## src/rtl/sfx_pkg.sv

```systemverilog
// sfx_pkg: shared types, effect ids and the square-wave step table
// used by the sound-effect player.
package sfx_pkg;

  localparam int MAX_STEPS = 4;

  typedef enum logic [1:0] {
    SFX_POINT = 2'd0,
    SFX_JUMP  = 2'd1,
    SFX_HIT   = 2'd2,
    SFX_STOP  = 2'd3
  } sfx_id_t;

  typedef enum logic [1:0] {
    ST_IDLE = 2'd0,
    ST_LOAD = 2'd1,
    ST_PLAY = 2'd2
  } state_t;

  typedef struct packed {
    logic [7:0]  half_period;
    logic [15:0] duration;
  } sfx_step_t;

  // One row per effect id; the STOP row and unused slots are zero, which terminates playback.
  localparam sfx_step_t [0:3][0:MAX_STEPS-1] SFX_TABLE = '{
    '{'{8'd12,  16'd1200}, '{8'd8,   16'd2400}, '{8'd0,   16'd0},    '{8'd0, 16'd0}},
    '{'{8'd24,  16'd2400}, '{8'd16,  16'd2400}, '{8'd0,   16'd0},    '{8'd0, 16'd0}},
    '{'{8'd96,  16'd4800}, '{8'd120, 16'd4800}, '{8'd150, 16'd9600}, '{8'd0, 16'd0}},
    '{'{8'd0,   16'd0},    '{8'd0,   16'd0},    '{8'd0,   16'd0},    '{8'd0, 16'd0}}
  };

  function automatic sfx_step_t sfx_step_lookup(sfx_id_t id, logic [1:0] idx);
    return SFX_TABLE[id][idx];
  endfunction

endpackage

```

## src/rtl/sfx_tick_gen.sv

```systemverilog
// sfx_tick_gen: sample-rate divider, one-cycle tick every DIV clocks.
// Counter runs 0..DIV-1; the first tick lands DIV cycles after reset releases.
module sfx_tick_gen #(
  parameter int DIV = 1041
) (
  input  logic clk,
  input  logic reset,
  output logic tick
);

  localparam int CW = (DIV > 1) ? $clog2(DIV) : 1;

  logic [CW-1:0] r_cnt;

  assign tick = (r_cnt == CW'(DIV - 1));

  always_ff @(posedge clk) begin
    if (reset)     r_cnt <= '0;
    else if (tick) r_cnt <= '0;
    else           r_cnt <= r_cnt + 1'b1;
  end

endmodule

```

## src/rtl/sfx_player.sv

```systemverilog
// sfx_player: square-wave sound-effect sequencer feeding a PCM sample stream.
// Optional macro SFX_ENVELOPE_EN halves the amplitude on every successive step.
//
// state | meaning
// IDLE  | no effect, ticks emit 0
// LOAD  | one cycle to fetch the current step from the table
// PLAY  | emitting square-wave samples for the current step
module sfx_player
  import sfx_pkg::*;
#(
  parameter int                 CLK_HZ    = 50_000_000,
  parameter int                 SAMPLE_HZ = 48_000,
  parameter logic signed [15:0] AMPLITUDE = 16'sd8000
) (
  input  logic               clk,
  input  logic               reset,
  input  logic               trig_valid,
  input  logic [1:0]         trig_id,
  output logic               trig_ready,
  output logic signed [15:0] sample_out,
  output logic               sample_valid,
  input  logic               sample_ready,
  output logic               busy
);

  localparam int DIV = CLK_HZ / SAMPLE_HZ;

  state_t             r_state, w_state_nxt;
  sfx_id_t            r_cur_id;
  logic [1:0]         r_step;
  logic [7:0]         r_half, r_half_cnt;
  logic [15:0]        r_dur;
  logic               r_pol;
  logic               w_tick, w_accept, w_stop, w_start;
  logic               w_step_end, w_last_step;
  sfx_step_t          w_cur_step, w_next_step;
  logic signed [15:0] w_amp, w_sample;

  sfx_tick_gen #(.DIV(DIV)) u_tick (
    .clk   (clk),
    .reset (reset),
    .tick  (w_tick)
  );

  assign w_accept    = trig_valid && trig_ready && !reset;
  assign w_stop      = w_accept && (sfx_id_t'(trig_id) == SFX_STOP);
  assign w_start     = w_accept && (sfx_id_t'(trig_id) != SFX_STOP);
  assign w_cur_step  = sfx_step_lookup(r_cur_id, r_step);
  assign w_next_step = sfx_step_lookup(r_cur_id, r_step + 2'd1);
  assign w_step_end  = (r_dur <= 16'd1);
  assign w_last_step = (r_step == 2'(MAX_STEPS - 1)) || (w_next_step.half_period == 8'd0);

`ifdef SFX_ENVELOPE_EN
  assign w_amp = AMPLITUDE >>> r_step;
`else
  assign w_amp = AMPLITUDE;
`endif

  always_ff @(posedge clk) begin
    if (reset) r_state <= ST_IDLE;
    else       r_state <= w_state_nxt;
  end

  always_comb begin
    w_state_nxt = r_state;
    if (w_stop)       w_state_nxt = ST_IDLE;
    else if (w_start) w_state_nxt = ST_LOAD;
    else begin
      case (r_state)
        ST_IDLE: w_state_nxt = ST_IDLE;
        ST_LOAD: w_state_nxt = ST_PLAY;
        ST_PLAY: begin
          if (r_half == 8'd0)              w_state_nxt = ST_IDLE;
          else if (w_tick && w_step_end)   w_state_nxt = w_last_step ? ST_IDLE : ST_LOAD;
        end
        default: w_state_nxt = ST_IDLE;
      endcase
    end
  end

  always_comb begin
    busy       = (r_state != ST_IDLE);
    trig_ready = (r_state == ST_IDLE) || (sfx_id_t'(trig_id) >= r_cur_id);
    w_sample   = '0;
    if (r_state == ST_PLAY) w_sample = r_pol ? w_amp : -w_amp;
  end

  // Step sequencing advances on ticks only; the consumer never stalls it.
  always_ff @(posedge clk) begin
    if (reset) begin
      r_cur_id   <= SFX_POINT;
      r_step     <= '0;
      r_half     <= '0;
      r_half_cnt <= '0;
      r_dur      <= '0;
      r_pol      <= 1'b1;
    end else if (w_start) begin
      r_cur_id <= sfx_id_t'(trig_id);
      r_step   <= '0;
    end else begin
      case (r_state)
        ST_LOAD: begin
          r_half     <= w_cur_step.half_period;
          r_half_cnt <= w_cur_step.half_period;
          r_dur      <= w_cur_step.duration;
          r_pol      <= 1'b1;
        end
        ST_PLAY: begin
          if (w_tick) begin
            if (r_half_cnt == 8'd1) begin
              r_pol      <= ~r_pol;
              r_half_cnt <= r_half;
            end else begin
              r_half_cnt <= r_half_cnt - 8'd1;
            end
            r_dur <= r_dur - 16'd1;
            if (w_step_end) r_step <= r_step + 2'd1;
          end
        end
        default: ;
      endcase
    end
  end

  // Latest sample wins: a tick overwrites any unconsumed sample.
  always_ff @(posedge clk) begin
    if (reset) begin
      sample_out   <= '0;
      sample_valid <= 1'b0;
    end else if (w_tick) begin
      sample_out   <= w_sample;
      sample_valid <= 1'b1;
    end else if (sample_ready) begin
      sample_valid <= 1'b0;
    end
  end

endmodule

```

## config.mk

```make
export PLATFORM = sky130hd
export DESIGN_NAME = sfx_player
export DESIGN_NICKNAME = d
export VERILOG_FILES = /design/src/rtl/sfx_pkg.sv /design/src/rtl/sfx_tick_gen.sv /design/src/rtl/sfx_player.sv
export SDC_FILE = /design/constraint.sdc
export NUM_CORES = 1
export LEC_CHECK = 0
export ABC_AREA = 1
export CORE_ASPECT_RATIO = 0.6
export CORE_MARGIN = 4
export CORE_UTILIZATION = 60
export DETAILED_ROUTE_END_ITERATION = 7
export PLACE_DENSITY_LB_ADDON = 0.08
export SYNTH_ARGS = -nofsm -noshare
export SYNTH_HDL_FRONTEND = slang
export SYNTH_SLANG_ARGS = --single-unit
```

## constraint.sdc

```tcl
create_clock -name clk -period 3.9 [get_ports clk]
set_input_delay 0.585 -clock clk [delete_from_list [all_inputs] [get_ports clk]]
set_output_delay 0.585 -clock clk [all_outputs]
set_load 0.05 [all_outputs]
```

==> summary.md <==
| Metric | Value |
|---|---|
| Status | completed |
| Most frequent cell after synthesis | nand2_1 |
| Clock-pin slew on the worst setup and hold paths | 90 ps |
| CTS tree | yes |
| Leak Pwr | between 0.0015 and 0.002 uW |
| Fin Clk Skew | 6.83 ps |
| Num ports | 25 |
| Post-layout min period | 3040 ps |
| Max-cap check violation count | 0 |
| # diodes | 0 |
| Grt ovf | 0 |
| Critical path required time | 3310 ps |
| Final WS setup | approximately 860 ps |
| Vias in the first global route | ~2800 |
| Postcts setup bufs | 0 |
| Clock tree buffer depth | 2 |
| Die Ht | 65.3 um |
| Cell taking the most area after synthesis | dfxtp_1 |
| Final Routed Wirelength | 7970 um |
| Post-route DRC violation count | 0 |
| Final Wtd Congestion | 0.903 |
| Layout cells sized above 1 | under 10% |
| RSZ-0062 raised after global routing | false |
| Detailed Routing Iterations Pass 1 | 5 |
| Final setup viols | 0 |
| Share of the synthesized area in the top cell type | 31.1% |
| Cell Area, Synth | 3280 um2 |
| Site Rows | 20 |
| Total track usage | 25.0% |
| Area contributors post-synth | dfxtp_1 (31%), nand2_1 (13%), nor2_1 (11%) |
| Clock H-tree levels | 2 |
| Actual slew at the worst max-slew pin | approximately 660 ps |
| Hold WC Path Type | reg2reg |
| Most frequent cells after synthesis | nand2_1 (113), nor2_1 (93), inv_1 (69) |
| Routed Antenna Nets | 0 |
| Ys flop type | dfxtp_1 |
| Design Power | 1140 uW |
| Max Freq | 0.329 GHz |
| Area grow syn2layout | 6.75% |
| Async S/R FF share, synth | 0% |
| I/O Buffers | 18 |
| Seq/Total Area, Yosys | a little under a third |
| Max-slew headroom | ~56% |
| First-pass GRT wire length | 13300 um |
| Critical Path End Type | output pin |
| Crit path max fanout | 3 |
| Max-slew violations | 0 |
| EDFF count, synth | 0 |
| Worst vdd ir | 0.160 mV |
| Starting Density | 63.4% |
| Setup TNS Final | 0 ps |
| Worst r2r src | r_cur_id[1] |
| CP Launch Type | input port |
| Crit path kind | in2out |
| WHS Endpoint | sample_out[6] |
| # hold bufs at CTS | 0 |
| Yosys warning count | 0 |
| FF+latch count, synth | 51 |
| Worst EP arrival | around 2500 ps |
| 1st-iter DRT viols | 269 |
| Clk sinks | 51 |
| Dpl ws | 866 ps |
| Post-Syn Instances | 522 |
| Vias | 3271 |
| DR WL/cell | 13.3 um |
| Largest net degree at the start of global routing | 32 |
| Total CTS buffers | 5 |
| Initial antenna violation count | 0 |
| Pwr/cell area | 326 nW/um2 |
| Reg2Reg Setup Slack | 1570 ps |
| R2R Path End | r_dur[10] |
| Hold Crit Depth | 2 |
| Reg2Reg Depth | 10 |
| Fin. Hold Viols | 0 |
| Vias/cell | ~5.5 |
| Cells resized by post-CTS repair | 0 |
| Clk root buf | clkbuf_8 |
| Final period utilization | 77.9% |
| # fillers | 486 |
| Skew-Pair Late Insertion Delay | 310 ps |
| Core Box Area | 5180 um2 |
| Hold_sp | sample_out[6] |
| Syn Area/Cell | 6.29 um2 |
| Post-DP HPWL | 5840 um |
| Netlist cell types | 30 |
| Post-layout net count | 553 |
| Die X-Extent | 103 um |
| Die area | between 6000 and 7000 um2 |
-- state kept, by name, summed over array words and instances (netlist names) --
register and flops:
r_cur_id 2, r_dur 16, r_half 5, r_half_cnt 8, r_pol 1, r_state 2
r_step 2, sample_out 3, sample_valid 1, u_tick.r_cnt 11
-- cell usage in the layout, fill, tap and decap left out, drive strengths merged --
cell type / netlist / final
nor2: 99 / 99
buf: 20 / 3
clkinv: 1 / 2
nor4: 1 / 1
xnor2: 1 / 1
xor2: 5 / 5
nand2: 115 / 115
dfxtp: 51 / 51
clkdlybuf4s50: 0 / 18
nor3: 8 / 8
a211oi: 3 / 3
or2: 2 / 2
nand3b: 2 / 2
a21oi: 33 / 33
ha: 16 / 16
clkbuf: 4 / 6
conb: 1 / 6
inv: 71 / 71
o22ai: 1 / 1
nand4: 5 / 5
nand3: 43 / 43
o21ai: 40 / 40
clkinvlp: 0 / 1
-- routing by layer --
| layer | part of all wire, % | vias to the layer above | wire length, um | GRT usage, % |
|---|---|---|---|---|
| met5 | 0 | - | 0 | 0 |
| met4 | 1.1 | 0 | 84 | 5.98 |
| met3 | 10 | 12 | 799 | 5.41 |
| met1 | 51 | 1463 | 4030 | 38.6 |
| met2 | 38 | 151 | 3060 | 34.5 |
| li1 | - | 1645 | - | - |
-- logic make-up (layout without fill, tap and decap cells) --
group                    after synthesis  after routing  synth area share, %
buffers and inverters                 96            101                 13.3
other                                  1              6                0.114
AND/OR/NAND/NOR                      275            275                 35.6
AO/OA/AOI/OAI                         77             77                 12.1
flip-flops                            51             51                 31.1
XOR/XNOR                               6              6                 1.60
adder cells (fa/ha/maj)               16             16                 6.10
-- report_power, final --
part / total, uW / internal (uW) / switching (uW)
Sequential: 563 / 542 / 21.0
Clock: 316 / 126 / 190
Combinational: 262 / 82.4 / 180
-- worst max-delay path, stage by stage --
cell	delay, ps
clkdlybuf4s50_1	500
inv_1	50
ha_1	270
inv_1	50
nand2_1	60
nand2_1	60
nand2_2	80
clkdlybuf4s50_1	810
-- how the worst max path moves through the flow --
stage / startpoint / to / cells after the start
2_1_floorplan: trig_id[0] / r_dur[10] / 13
3_3_place_gp: trig_id[0] / trig_ready / 8
3_5_place_dp: trig_id[0] / r_dur[10] / 13
4_1_cts: trig_id[0] / trig_ready / 8
5_1_grt: trig_id[0] / trig_ready / 8
6_report: trig_id[0] / trig_ready / 8
-- through the flow --
stage | instances | util, % | area, um2 | hold WS, ps
finish | 598 | 67.6 | 3500 | 461
global route | 598 | 67.6 | 3500 | 479
CTS | 598 | 67.6 | 3500 | 466
global placement | 590 | 66.0 | 3420 | 434
floorplan | 527 | - | 3300 | 430
detailed placement | 590 | 66.0 | 3420 | 449
-- layout make-up --
type	count	area, um2	area share (%)
clock buffers	6	72.6	2.07
clock inverters	2	12.5	0.357
inverters	72	270	7.71
multi-input cells	380	1840	52.6
flip-flops and latches	51	1020	29.1
well taps	66	82.6	2.36
repair buffers	21	203	5.79
Note: power is estimated with default switching activity, not from simulation.
